### config.mk
export PLATFORM = sky130hd
export DESIGN_NAME = scan_sel_gen
export DESIGN_NICKNAME = d
export VERILOG_FILES = /design/src/rtl/scan_sel_gen.sv
export SDC_FILE = /design/constraint.sdc
export NUM_CORES = 1
export LEC_CHECK = 0
export CAP_MARGIN = 25
export CORE_UTILIZATION = 45
export DETAILED_ROUTE_END_ITERATION = 8
export PLACE_DENSITY = 0.69
export SLEW_MARGIN = 5
export SYNTH_ARGS = -nofsm -noshare
export SYNTH_HDL_FRONTEND = slang
export SYNTH_SLANG_ARGS = --single-unit
### constraint.sdc
create_clock -name clk -period 2.7 [get_ports clk]
set_input_delay 0.405 -clock clk [delete_from_list [all_inputs] [get_ports clk]]
set_output_delay 0.405 -clock clk [all_outputs]
set_load 0.01 [all_outputs]
### src/rtl/scan_sel_gen.sv
// Scan-select generator: a prescaler paces the 2-bit digit select w across the
// digits enabled in mask. The tick pulse marks each dwell expiry; valid tells
// downstream logic whether the selected digit should be lit.
module scan_sel_gen #(
  parameter int DIV   = 50000,
  parameter int CNT_W = 16
) (
  input  logic       clk,
  input  logic       rst,
  input  logic       en,
  input  logic [3:0] mask,
  output logic [1:0] w,
  output logic       valid,
  output logic       tick
);

  localparam logic [CNT_W-1:0] LAST = CNT_W'(DIV - 1);

  logic [CNT_W-1:0] pcnt;
  logic             wrap;
  logic             found;
  logic [1:0]       idx;
  logic [1:0]       adv;
  logic [1:0]       w_next;

  // First enabled digit after w, searching w+1..w+3 and finally w itself.
  always_comb begin
    adv   = w;
    found = 1'b0;
    idx   = '0;
    for (int k = 1; k <= 4; k++) begin
      idx = w + 2'(k);
      if (!found && mask[idx]) begin
        adv   = idx;
        found = 1'b1;
      end
    end
  end

  always_comb begin
    wrap   = en && (pcnt == LAST);
    w_next = wrap ? adv : w;
  end

  always_ff @(posedge clk) begin
    if (rst) begin
      pcnt  <= '0;
      w     <= '0;
      valid <= 1'b0;
      tick  <= 1'b0;
    end else begin
      pcnt  <= (!en || wrap) ? '0 : pcnt + CNT_W'(1);
      w     <= w_next;
      tick  <= wrap;
      // Valid follows the select being loaded, so it never lags w.
      valid <= en & mask[w_next];
    end
  end

endmodule
After elaboration in Yosys (flattened, before gate mapping)
Index checks and enable logic that the tools add are counted.
- bits in registers: 20
- input port bits: 7
- output and inout port bits: 4
- logic and storage cells: 43
- eq/ne operators: 1
- bitwise gates (word level): 1
- $lt $le $gt $ge: 5
- multiplexer cells: 18
- reductions and logical operators: 10
- add/sub/neg operators: 4
- operators with widths (operator ; number):
    $add 16x1->16 const B ; 1
    $eq 16x16->1 const B ; 1
    $lt 2x3->1 const B ; 5
    $bmux 1 s2 ; 5
    $mux 2 ; 5
    $mux 1 ; 8
    $add 2x2->2 const B ; 2
    $logic_and 1x1->1 ; 4
    $logic_not 1->1 ; 4
    $add 2x1->2 const B ; 1
    $reduce_or 2->1 ; 1
    $and 1x1->1 ; 1
    $logic_or 1x1->1 ; 1

Logic depth before layout (Yosys ltp)
- word-level depth: 17
- gate-level depth with buffers: 7
- gate-level depth less buffers: 7

Worst setup path after synthesis
No wires, ideal clock.
- path type: reg-to-reg
- start: register pcnt[0]
- end: register valid
- clock period less this slack: 1607 ps
- library setup time: 127 ps
- arrival: 1480 ps
- path buffers: 0
- cell stages (with the launch flop): 8
- path slack: 1093 ps
- data required time: 2573 ps
- cells stage by stage: dfxtp_1 ha_1 and4_1 and4_4 and2_4 nand2_1 a311oi_1 a211oi_1
- longest elaborated chain between the ends: 6
- ends and longest elaborated chain (what ; line ; RTL):
    from (decl) ; 19 ; logic [CNT_W-1:0] pcnt;
    from (signal assigned) ; 52 ; pcnt <= (!en || wrap) ? '0 : pcnt + CNT_W'(1);
    $eq 16x16->1 ; 41 ; wrap = en && (pcnt == LAST);
    $logic_and 1x1->1 ; 41 ;
    $mux 2 ; 42 ; w_next = wrap ? adv : w;
    $bmux 1 s2 ; 56 ; valid <= en & mask[w_next];
    $mux 1 (not written as such) ; 56 ;
    $and 1x1->1 ; 56 ;
    to (signal assigned) ; 56 ;
    to (decl) ; 13 ; output logic valid,
No other way between the ends. The select of a mux whose other input is x is not followed.
A chain may end at the register's enable or synchronous reset.

Worst setup path in the final report
- start: input mask[1]
- end: register valid
- longest elaborated chain between the ends: 16
- elaborated cells between the ends (all ways): 25
- those cells by class: mux: 18; bitwise: 1; reduce/logical: 6
- ends and longest elaborated chain (what ; line ; RTL):
    from (decl) ; 11 ; input logic [3:0] mask,
    $bmux 1 s2 ; 33 ; if (!found && mask[idx]) begin
    $mux 1 (not written as such) ; 33 ;
    $mux 1 ; 33 ;
    $logic_not 1->1 ; 33 ;
    $logic_and 1x1->1 ; 33 ;
    $mux 1 ; 33 ;
    $logic_not 1->1 ; 33 ;
    $logic_and 1x1->1 ; 33 ;
    $mux 1 ; 33 ;
    $logic_not 1->1 ; 33 ;
    $logic_and 1x1->1 ; 33 ;
    $mux 2 ; 33 ;
    $mux 2 ; 42 ;
    $bmux 1 s2 (*) ; 56 ;
    $mux 1 (not written as such) (*) ; 56 ;
    $and 1x1->1 (*) ; 56 ;
Every way passes the cells marked *; elsewhere a longest branch is shown, timed or not. The select of a mux whose other input is x is not followed.

==> impl_results.md <==
* Share of cells above drive strength 1 at 10.00%
* Number of port buffers at 10
* Drt drc at 0
* Min cycle time layout at 1.998 ns
* Clock transition at path regs at 0.10 ns
* Nets at 150
* Mean Syn Cell Area at 8.460 µm²
* Power consumption at 466.4 µW
* # Max-Cap Violations at 0
* Layout Skew at 0.003513 ns
* Top-area cell type share of the netlist area at 36.41%
* Final Cycle Share at 73.99%
* Net Sw Power at 100.3 µW
* Max incr delay on CP at 0.62 ns
* Drt initial violations at 8
* Drt wl/cell at 12.15 µm
* Number of core rows at 17
* Status: finished, final reports clean
* Worst r2r src: w[1]
* Number of global-route vias before repair at 874
* Flop2flop setup slack at 0.87 ns
* Worst Setup End Kind: flip-flop
* Total grt overflow at 0
* Antenna Cells at 0
* Max Freq at 500.6 MHz
* Area Growth Syn to Fin at 12.86%
* Root buffer cell: clkbuf_4
* Reg2Reg Depth at 6
* Sw Share at 21.52%
* Die W at 51.44 µm
* Min-delay src: pcnt[0]
* Crit-path cells: clkdlybuf4s50_1 -> and3b_1 -> o211ai_2 -> and2_4 -> nand2_1 -> a311oi_1 -> a211oi_1
* Largest area contributor in the netlist: dfxtp_1
* Sequential area share after synthesis at 36.41%
* Most common cell in the netlist: dfxtp_1
* Mapped cell area at 1100 µm²
* First-pass GRT wire length at 3581 µm
* Seq cells post-synth at 20
* Worst-Skew Late Latency at 0.28 ns
* Critical path arrival at 2.17 ns
* Final setup fails at 0
* Number of synthesized flops with an enable pin at 0
* Fin area at 1241 µm²
* Worst-path maximum fanout at 8
* Post-place setup slack at 0.4520 ns
* Top cells by area, synth: dfxtp_1, nand2_1, xor2_1
* Antenna viol nets, final at 0
* Post-DP Area at 1219 µm²
* Leakage at 0.4293 nW
* Ports at 11
* CTS resizes at 0
* Final Hold Vio Count at 0
* Slew @ Worst Pin at 0.4904 ns
* Final worst slack at 0.7023 ns
* Worst flop-to-flop path endpoint: valid
* Cell count after synthesis at 130
* Internal Power at 366.0 µW
* Sequential Power Share at 63.9%
* H-Tree Level Count at 1
* Tightest Hold Check Type: reg2reg
* Cell variety after synth at 41
* Slew Viols, Final at 0
* IR Drop Worst-Case VDD at 346.6 µV
* Clock power share at 28.0%
* Initial antenna violation count at 0
* CP Class: in2reg
* Top delay family on crit path: compound AO/OA/AOI/OAI gates
* CTS sink cnt at 20
* Crit path buffers/inverters at 1
* Final Non-Filler Cells at 168
* Post-synth ARST share at 0%
* Initial core utilization at 48.78%
* Synth cell count leaders: dfxtp_1, nand2_1, nor2_1, xor2_1
* Bufs on Longest Clock Path at 2
* Primary FF master, synth: dfxtp_1
* Slew headroom at 67.23%
* GR Util All Layers at 17.68%
* Hold EP: pcnt[0]
* Hpwl dp at 1485 µm
* DP Cell Count at 165
* WP data required at 2.87 ns
* Combinational power share at 8.2%
* Final TNS setup at 0 ns
* WL final at 2041 µm
* Synth Net Count at 138
* CTS tree: yes
* Worst Hold Depth at 1
* Final GP Congestion at 0.8273
* TritonCTS Buffers at 3
* Die area at 2646 µm²
* Largest net degree at the start of global routing at 16
* DRT Pass-1 Iters at 4
* Drt via density at 5.583
* Crit-path slowest cell: clkdlybuf4s50_1
* Post-CTS Hold Buffers at 0
* Die Y at 51.44 µm
* Ys Warns at 0
* Fillers at 230
* Setup Fix Bufs, Post-CTS at 0
* Startpoint class of the critical path: input port
* Routed vias at 938
* Core area at 2255 µm²
* Pwr/cell area at 375.8 nW/µm²
* RSZ-0062 raised after global routing: false
[layout make-up]
cell class	instances	area, µm²	share of cell area (%)
repair buffers	10	100.1	8.065
flip-flops and latches	20	400.4	32.26
inverters	2	7.507	0.6048
clock buffers	3	22.52	1.815
well taps	28	35.03	2.823
multi-input cells	105	675.6	54.44
[sequential cells by signal, indices dropped and copies added, names as in the netlist]
| name | cells |
|---|---|
| pcnt | 16 |
| w | 2 |
| tick | 1 |
| valid | 1 |
[power groups by stage]
stage,logic [mW],registers (mW),clock network (mW)
2_1_floorplan,0.0183,0.305,0
3_3_place_gp,0.0370,0.305,0
3_5_place_dp,0.0377,0.305,0
4_1_cts,0.0381,0.298,0.138
5_1_grt,0.0421,0.298,0.150
6_report,0.0381,0.298,0.130
[logic make-up after synthesis]
kind of cell	after synthesis	synth area share, %
xor+xnor	11	8.760
fa+ha+maj	1	1.137
compound gates	25	17.29
flops	20	36.40
simple gates	68	34.24
buf+inv	5	2.160
[layer usage]
metal  vias to the layer above  routed length (µm)  GRT usage, %
met5                         -                   0             0
met4                         0                  17         7.658
met3                         2                  54         2.679
met2                        12                 885         28.57
met1                       431                1083         23.09
li1                        493                   -             -
[layout by cell type, fill, tap and decap left out, types with 3 or more instances in the layout]
master / count
o21ai_0: 3
nand3_1: 5
a211oi_1: 4
nand2_1: 18
clkbuf_4: 3
a21oi_1: 6
and3_1: 6
xor2_1: 7
dfxtp_1: 20
xnor2_1: 4
clkdlybuf4s50_1: 10
nand4_1: 3
nor2_1: 15
nand2b_1: 3
or3_1: 3
[how the worst max path moves through the flow]
stage          endpoint  slack (ns)     from  depth (start not counted)
2_1_floorplan     valid        1.09  pcnt[0]                          7
3_3_place_gp      valid        0.48  mask[1]                          7
3_5_place_dp      valid        0.45  mask[1]                          7
4_1_cts           valid        0.72  mask[1]                          7
5_1_grt           valid        0.60  mask[3]                          7
6_report          valid        0.70  mask[1]                          7
[stage by stage]
stage | util [%] | hold slack (ns)
after floorplan | - | 0.4132
after global placement | 54.05 | 0.4271
after detailed placement | 54.05 | 0.4460
after CTS | 55.05 | 0.4607
after global routing | 55.05 | 0.4818
final | 55.05 | 0.4516
Note: power is estimated with default switching activity, not from simulation.
